File: src/rtl/if_fetch_stage.sv
// Instruction-fetch stage: PC register, 1-cycle-latency imem requests, IF/ID register,
// and a 1-entry skid buffer so responses arriving during a stall are never lost.
module if_fetch_stage #(
   parameter int unsigned          XLEN     = 32,
   parameter logic [XLEN-1:0]      RESET_PC = '0,
   parameter int unsigned          PC_STEP  = 4
) (
   input  logic            clk,
   input  logic            rst_n,
   input  logic            stall_i,
   input  logic            redirect_i,
   input  logic [XLEN-1:0] redirect_pc_i,
   output logic            imem_req_o,
   output logic [XLEN-1:0] imem_addr_o,
   input  logic [XLEN-1:0] imem_rdata_i,
   output logic            if_valid_o,
   output logic [XLEN-1:0] if_pc_o,
   output logic [XLEN-1:0] if_instr_o,
   output logic [XLEN-1:0] if_pc_next_o
);

   localparam logic [XLEN-1:0] STEP = XLEN'(PC_STEP);

   logic [XLEN-1:0] pc_q, pc_d;
   logic            infl_q, infl_d;
   logic [XLEN-1:0] infl_pc_q, infl_pc_d;
   logic            skid_v_q, skid_v_d;
   logic [XLEN-1:0] skid_pc_q, skid_pc_d;
   logic [XLEN-1:0] skid_instr_q, skid_instr_d;
   logic            valid_q, valid_d;
   logic [XLEN-1:0] id_pc_q, id_pc_d;
   logic [XLEN-1:0] id_instr_q, id_instr_d;
   logic [XLEN-1:0] id_pc_next_q, id_pc_next_d;

   // Control contract: stall_i=1 freezes IF/ID and suppresses new requests; redirect_i=1
   // overrides stall, flushes IF/ID and skid, drops the in-flight response and fetches
   // redirect_pc_i. A request issued at one edge returns imem_rdata_i during the next cycle.
   always_comb begin
      imem_req_o  = rst_n & (redirect_i | (~stall_i & (~skid_v_q | ~infl_q)));
      imem_addr_o = redirect_i ? redirect_pc_i : pc_q;

      pc_d         = pc_q;
      infl_d       = imem_req_o;
      infl_pc_d    = infl_pc_q;
      skid_v_d     = skid_v_q;
      skid_pc_d    = skid_pc_q;
      skid_instr_d = skid_instr_q;
      valid_d      = valid_q;
      id_pc_d      = id_pc_q;
      id_instr_d   = id_instr_q;
      id_pc_next_d = id_pc_next_q;

      if (imem_req_o) begin
         pc_d      = imem_addr_o + STEP;
         infl_pc_d = imem_addr_o;
      end

      if (redirect_i) begin
         valid_d  = 1'b0;
         skid_v_d = 1'b0;
      end else if (stall_i) begin
         if (infl_q) begin
            skid_v_d     = 1'b1;
            skid_pc_d    = infl_pc_q;
            skid_instr_d = imem_rdata_i;
         end
      end else if (skid_v_q) begin
         valid_d      = 1'b1;
         id_pc_d      = skid_pc_q;
         id_instr_d   = skid_instr_q;
         id_pc_next_d = skid_pc_q + STEP;
         skid_v_d     = 1'b0;
         // A response landing on the drain edge refills the skid behind the drained word.
         if (infl_q) begin
            skid_v_d     = 1'b1;
            skid_pc_d    = infl_pc_q;
            skid_instr_d = imem_rdata_i;
         end
      end else if (infl_q) begin
         valid_d      = 1'b1;
         id_pc_d      = infl_pc_q;
         id_instr_d   = imem_rdata_i;
         id_pc_next_d = infl_pc_q + STEP;
      end else begin
         valid_d = 1'b0;
      end
   end

   always_ff @(posedge clk or negedge rst_n) begin
      if (!rst_n) begin
         pc_q         <= RESET_PC;
         infl_q       <= 1'b0;
         infl_pc_q    <= '0;
         skid_v_q     <= 1'b0;
         skid_pc_q    <= '0;
         skid_instr_q <= '0;
         valid_q      <= 1'b0;
         id_pc_q      <= '0;
         id_instr_q   <= '0;
         id_pc_next_q <= '0;
      end else begin
         pc_q         <= pc_d;
         infl_q       <= infl_d;
         infl_pc_q    <= infl_pc_d;
         skid_v_q     <= skid_v_d;
         skid_pc_q    <= skid_pc_d;
         skid_instr_q <= skid_instr_d;
         valid_q      <= valid_d;
         id_pc_q      <= id_pc_d;
         id_instr_q   <= id_instr_d;
         id_pc_next_q <= id_pc_next_d;
      end
   end

   assign if_valid_o   = valid_q;
   assign if_pc_o      = id_pc_q;
   assign if_instr_o   = id_instr_q;
   assign if_pc_next_o = id_pc_next_q;

endmodule

File: config.mk
export PLATFORM = sky130hd
export DESIGN_NAME = if_fetch_stage
export DESIGN_NICKNAME = d
export VERILOG_FILES = /design/src/rtl/if_fetch_stage.sv
export SDC_FILE = /design/constraint.sdc
export NUM_CORES = 1
export LEC_CHECK = 0
export BUFFER_PORTS_ARGS = -buffer_cell sky130_fd_sc_hd__buf_4
export CAP_MARGIN = 40
export CORE_ASPECT_RATIO = 0.8
export CORE_MARGIN = 3
export CORE_UTILIZATION = 25
export DETAILED_ROUTE_END_ITERATION = 10
export GPL_TIMING_DRIVEN = 0
export PLACE_DENSITY_LB_ADDON = 0.2
export REMOVE_ABC_BUFFERS = 1
export SLEW_MARGIN = 20
export SYNTH_ARGS = -nofsm -noshare
export SYNTH_HDL_FRONTEND = slang
export SYNTH_SLANG_ARGS = --single-unit
export TNS_END_PERCENT = 50
File: constraint.sdc
create_clock -name clk -period 8.02 [get_ports clk]
set_clock_uncertainty 0.1 [all_clocks]
set_input_delay 1.203 -clock clk [delete_from_list [all_inputs] [get_ports clk]]
set_output_delay 1.203 -clock clk [all_outputs]
set_load 0.01 [all_outputs]
# [Yosys cells after proc, flatten, opt, wreduce, memory -nomap -nowiden]
# Cells that the tools add are included.
[classes] muxes=21 eq_ne=2 n_addsub=3 reduce_logical=4 bitwise_logic=8
[ops] cell="$mux 32" count=13
[ops] cell="$add 32x3->32 const B" count=3
[ops] cell="$mux 1" count=8
[ops] cell="$not 1->1" count=4
[ops] cell="$reduce_bool 2->1" count=2
[ops] cell="$ne 3x1->1 const B" count=1
[ops] cell="$reduce_and 3->1" count=1
[ops] cell="$and 1x1->1" count=2
[ops] cell="$ne 2x1->1 const B" count=1
[ops] cell="$or 1x1->1" count=2
[ops] cell="$reduce_and 2->1" count=1
[totals] ff_bits=227 out_inout_bits=130 wordCells=48

# [Logic depth before layout (Yosys ltp)]
# Gate-level depths: netlist (run 1).
[depth] word_depth=5 depth_mapped=12 mapped_depth_nobuf=7

# [Worst setup path after synthesis (run 1)]
# OpenSTA, ideal clock, no wires.
[synth_path] path_type="input-to-reg" from="in redirect_i" to="reg pc_q[28]" t_arrival_ns=3.548 slack_ns=4.277 setup_ns=0.095 path_stages=11 cell_sequence="buf_4 -> buf_4 -> buf_2 -> buf_2 -> mux2_2 -> ha_1 -> o21ai_1 -> nor4b_2 -> clkbuf_1 -> a31oi_1 -> o31ai_1"
[synth_via] elab_chain_len=2 word_cells_on_any_way=4
[synth_lines] item="start: declaration" line="11" text="input logic redirect_i,"
[synth_lines] item="$mux 32" line="40" text="imem_addr_o = redirect_i ? redirect_pc_i : pc_q;"
[synth_lines] item="net imem_addr_o[3]" line="14" text="output logic [XLEN-1:0] imem_addr_o,"
[synth_lines] item="$add 32x3->32" line="54" text="pc_d = imem_addr_o + STEP;"
[synth_lines] item="end signal: assignment" line="102" text="pc_q <= pc_d;"
[synth_lines] item="end: declaration" line="24" text="logic [XLEN-1:0] pc_q, pc_d;"
# The timed path passes the listed nets, and every way through them passes these cells.
# A chain may end at the register's enable or synchronous reset.

# [Final worst setup path (run 1)]
[layout_path] from="in rst_n" to="out imem_req_o"
[layout_via] elab_chain_len=1
[layout_lines] item="start: declaration" line="9" text="input logic rst_n,"
[layout_lines] item="$and 1x1->1" line="39" text="imem_req_o = rst_n & (redirect_i | (~stall_i & (~skid_v_q | ~infl_q)));"
[layout_lines] item="end: declaration" line="13" text="output logic imem_req_o,"
# Every way passes these cells.

==> results of run 1 <==
-- sequential cells by signal, summed over array words and instances, names as in the netlist --
register,flops
skid_pc_q,32
skid_instr_q,32
infl_q,1
skid_v_q,1
if_valid_o,1
if_instr_o,32
pc_q,32
if_pc_o,32
if_pc_next_o,30
infl_pc_q,30
-- cell families after synthesis --
kind of cell | synth area share
fa+ha+maj | 0.00229
compound gates | 0.110
simple gates | 0.156
buf+inv | 0.0361
flops | 0.512
mux | 0.157
xor+xnor | 0.0265
-- layout make-up --
cell class              instances  area, sq um  area share
inverters                      23         86.3     0.00606
multi-input cells             747         4960       0.349
flip-flops and latches        223         5580       0.392
clock inverters                11          185      0.0130
clock buffers                  36          792      0.0556
repair buffers                224         1940       0.136
well taps                     552          691      0.0485
-- stage by stage --
step	hold slack, ps	worst slack (ps)
floorplan	345	-2700
global placement	362	-9620
detailed placement	368	2900
CTS	382	2900
global route	407	2760
finish	375	3070
-- worst min-delay path, stage by stage (launching register included) --
cell and delay [ps]:
dfrtp_1 340, nand2_1 50, o21ai_0 60
-- final timing paths --
check	depth (start not counted)	start	slack (ps)	end
max reg2reg	7	skid_v_q	4620	if_pc_next_o[23]
max	10	rst_n	3070	imem_req_o
min reg2reg	2	if_instr_o[24]	380	if_instr_o[24]
min	2	if_instr_o[24]	380	if_instr_o[24]
max in group asynchronous	3	rst_n	6050	if_instr_o[17]
min in group asynchronous	1	rst_n	520	pc_q[0]
-- power breakdown --
| part | switching (mW) | internal (mW) |
|---|---|---|
| sequential | 0.201 | 1.39 |
| combinational | 0.435 | 0.446 |
| clock | 0.510 | 0.849 |
| total | 1.15 | 2.69 |
-- cell usage in the layout (no fill, tap or decap), types with 14 or more instances in the layout --
| cell type | Yosys | routed |
|---|---|---|
| dfrtp_1 | 223 | 222 |
| buf_4 | 8 | 205 |
| inv_1 | 23 | 23 |
| mux2i_1 | 77 | 77 |
| a21oi_1 | 14 | 14 |
| mux2_2 | 84 | 84 |
| o21ai_0 | 108 | 107 |
| nand2_1 | 215 | 215 |
| nor2_1 | 19 | 19 |
| nand3b_1 | 16 | 16 |
| clkbuf_16 | 0 | 29 |
| nand4_1 | 15 | 15 |
| xnor2_1 | 27 | 27 |
| nand3_1 | 35 | 35 |
-- metal layers --
metal / track usage / share of wire / wire (um)
met1: 0.204 / 0.51 / 16200
met5: 0 / 0 / 0
met4: 0.0295 / 0.018 / 558
met3: 0.0269 / 0.042 / 1320
met2: 0.201 / 0.43 / 13500
==> impl_metrics.tcl, run 1 <==
set metrics [dict create \
    finalCritPeriodShare 0.617 \
    end_kind "output port" \
    outcome "complete, no violations" \
    synth_area_leader_cell "dfrtp_1" \
    total_power_mw 3.83 \
    synth_area_sq_um 10900 \
    initial_utilization 0.257 \
    ys_types 59 \
    cpMostUsedCell "buf_8" \
    cts_tree "yes" \
    ys_seq_area_frac 0.512 \
    route.detailed.drc 0 \
    place_inst 1769 \
    crit_fanout 82 \
    yosysMostFrequentCell "dfrtp_1" \
    fin_cells 1816 \
    maxSlewViolCount 0 \
    worstMarginPinSlew_ps 1070 \
    cts_inserted_buffers 28 \
    syn_inst 1055 \
    ctsHoldBuffers 0 \
    slowest_stage "buf_8" \
    area_delta_synth_final_pct 30.5 \
    die_h_um 193 \
    clkSlewWorstSetupHoldPaths_ps 50 \
    grt_pass1_wl_mm 49.6 \
    core_sq_um 42500 \
    crit_type "input pin to output port" \
    synth_edf_count 0 \
    cp_slowest_stage_delay_ps 450 \
    grt_overflow 0 \
    fin_nets 1317 \
    yosysWarningCount 0 \
    hold_viol_final 0 \
    die_w_um 240 \
    grt_usage 0.136 \
    cp.required_ps 6720 \
    n_antenna_cell 0 \
    slew_headroom 0.287 \
    min_path_type "flip-flop to flip-flop" \
    worst-path-buf-inv 9 \
    start_kind "input pin" \
    period_needed_ps 4950 \
    numPortBuffers 197 \
    cp.arrival_ps 3640 \
    path_cells "buf_8 > buf_16 > o21ai_4 > buf_8 > buf_16 > buf_8 > buf_16 > inv_1 > buf_8 > buf_4" \
    rows 67 \
    rsz0062_at_grt "no" \
    grt_max_degree 83 \
    p_leak_nw 6.49 \
    die_area_sq_um 46200 \
    clockBufferDepth 3 \
    cts-root-buf "clkbuf_16" \
    gp_congestion 0.753 \
    finalSetupTns_ps 0 \
    drt_wl_total_mm 31.5 \
    synthTopCellsByCount "dfrtp_1, nand2_1, o21ai_0" \
    design_area_sq_um 14200 \
    ys.flop_type "dfrtp_1" \
    vias 8359 \
    crit_family "buffers and inverters" \
    viasPerCell 4.60 \
    cts_resized 0 \
    clock_sinks 223 \
    layout-drive-gt1-share 0.289 \
    ios 198 \
    routedWlPerCell_um 17.3 \
    p_per_area_nw_per_um2 269 \
    synth-async-reset-ratio 1.00 \
    clkLatencyLatePin_ps 560 \
    antenna_found_initial 0 \
    h-tree-depth 1 \
    irDropWorstVdd_uv 142 \
    synth.avg_cell_area_sq_um 10.3 \
    placed_cell_area_sq_um 13300 \
    post-route-util 0.335 \
    ys_top_cells_by_area "dfrtp_1, mux2_2, nand2_1" \
    n_fill_cell 4337 \
    grt_pass1_vias 8286 \
    drt_iter0_drc 390 \
    dp_hpwl_mm 22.9 \
    firstDrtPassIters 5 \
    post_cts_buffers 0 \
    finalSetupViolations 0 \
    max_freq_mhz 202 \
    synth_top_cell_area_share 0.512 \
    antenna_left 0 \
    drv_cap 0 \
    yosys_register_bits 223 \
]
(Power assumes the default switching activity.)
==> inputs of run 2 (changes only) <==
==> constraint.sdc (replaced) <==
create_clock -name clk -period 4.25 [get_ports clk]
set_clock_uncertainty 0.1 [all_clocks]
set_input_delay 0.6375 -clock clk [delete_from_list [all_inputs] [get_ports clk]]
set_output_delay 0.6375 -clock clk [all_outputs]
set_load 0.01 [all_outputs]
==> run 2 against run 1 <==
  * Sequential power grew 89%
  * Highest routed layer unchanged
  * Hold slack lost 140 ps
  * Critical path type unchanged
  * Routed wire length grew 0.47%
==> impl_metrics.tcl, run 2 (synthesized netlist as in run 1, its figures left out) <==
set metrics [dict create \
    outcome "complete, no violations" \
    slowest_stage "dlygate4sd3_1" \
    path_cells "dlygate4sd3_1 > buf_8 > buf_16 > o21ai_4 > buf_8 > buf_16 > buf_8 > buf_16 > inv_1 > buf_8 > buf_4" \
    cts_tree "yes" \
    grt_max_degree 83 \
    crit_family "buffers and inverters" \
    whs_ps 239 \
    cpMostUsedCell "buf_8" \
    finalCritPeriodShare 0.936 \
    end_kind "output port" \
    grt_pass1_wl_mm 49.8 \
    vias 8384 \
    reg2reg_slack_ps 840 \
    p_per_area_nw_per_um2 506 \
    die_area_sq_um 46200 \
    drt_iter0_drc 436 \
    r2r_start "skid_v_q" \
    p_comb_frac 0.230 \
    ctsHoldBuffers 4 \
    p_sw_frac 0.299 \
    clockBufferDepth 3 \
    start_kind "input pin" \
    fin_ws_ps 271 \
    die_w_um 240 \
    mostFrequentLayoutCells "dfrtp_1, nand2_1, buf_4" \
    core_sq_um 42500 \
    maxSlewViolCount 0 \
    die_h_um 193 \
    clock_sinks 223 \
    cp_slowest_stage_delay_ps 560 \
    initial_utilization 0.257 \
    max_freq_mhz 251 \
    design_area_sq_um 14300 \
    ios 198 \
    fin_cells 1820 \
    r2r_end "if_pc_next_o[23]" \
    switching_power_mw 2.17 \
    rsz0062_at_grt "no" \
    finalSetupViolations 0 \
    cp.required_ps 3510 \
    p_leak_nw 6.53 \
    min_from "imem_rdata_i[9]" \
    p_clk_frac 0.354 \
    post_cts_buffers 0 \
    r2r_cells 7 \
    pwr-share-seq 0.415 \
    cts_inserted_buffers 28 \
    worstMarginPinSlew_ps 1050 \
    cts-root-buf "clkbuf_16" \
    final_common_cell "dfrtp_1" \
    drv_cap 0 \
    firstDrtPassIters 4 \
    fin_nets 1321 \
    irDropWorstVdd_uv 268 \
    slew_headroom 0.300 \
    worst-path-buf-inv 10 \
    viasPerCell 4.61 \
    place_inst 1769 \
    route.detailed.drc 0 \
    holdPathEnd "skid_instr_q[9]" \
    place_ws_ps 261 \
    cp.arrival_ps 3240 \
    hold_viol_final 0 \
    routedWlPerCell_um 17.4 \
    numPortBuffers 197 \
    crit_fanout 82 \
    dp_hpwl_mm 22.9 \
    min_path_cells 2 \
    internal_power_mw 5.08 \
    period_needed_ps 3980 \
    grt_usage 0.136 \
    clkSlewWorstSetupHoldPaths_ps 60 \
    h-tree-depth 1 \
    rows 67 \
    cts_resized 0 \
    clkLatencyLatePin_ps 550 \
    antenna_found_initial 0 \
    grt_overflow 0 \
    drt_wl_total_mm 31.7 \
    placed_cell_area_sq_um 13300 \
    min_path_type "input pin to flip-flop" \
    n_antenna_cell 0 \
    gp_congestion 0.753 \
    crit_type "input pin to output port" \
    layout-drive-gt1-share 0.290 \
    area_delta_synth_final_pct 31.2 \
    antenna_left 0 \
    grt_pass1_vias 8330 \
]
[run 2: layout make-up]
type                    instances  area, sq um
fillers                      4330        28200
flip-flops and latches        223         5580
multi-input cells             747         4960
repair buffers                228         2010
clock buffers                  36          792
well taps                     552          691
clock inverters                11          185
inverters                      23         86.3
[run 2: how the worst max path moves through the flow]
stage | start | endpoint | slack [ps] | cells after the start
after floorplan | skid_v_q | pc_q[21] | -6140 | 4
after global placement | skid_v_q | imem_req_o | -12830 | 4
after detailed placement | rst_n | imem_req_o | 260 | 10
after CTS | rst_n | imem_req_o | 170 | 11
after global routing | rst_n | imem_req_o | 50 | 11
final | rst_n | imem_req_o | 270 | 11
[run 2: metrics by stage]
| step | util | setup TNS [ps] | power (mW) |
|---|---|---|---|
| global placement | 0.300 | -1983700 | 4.72 |
| floorplan | - | -825100 | 3.83 |
| CTS | 0.337 | 0 | 7.41 |
| global route | 0.337 | 0 | 7.72 |
| finish | 0.337 | 0 | 7.24 |
| detailed placement | 0.312 | 0 | 4.75 |
[run 2: power groups by stage]
stage | Sequential, mW | Clock, mW | Combinational, mW
floorplan | 3.07 | 0 | 0.764
global placement | 3.05 | 0 | 1.66
detailed placement | 3.05 | 0 | 1.70
CTS | 3.01 | 2.68 | 1.71
global route | 3.08 | 2.77 | 1.86
finish | 3.01 | 2.57 | 1.67
[run 2: per-layer routing]
layer	vias to the layer above	GRT usage	wire length, um
met1	4056	0.204	16000
met2	154	0.203	13600
met5	-	0	0
met4	0	0.0295	561
met3	39	0.0269	1480
li1	4135	-	-
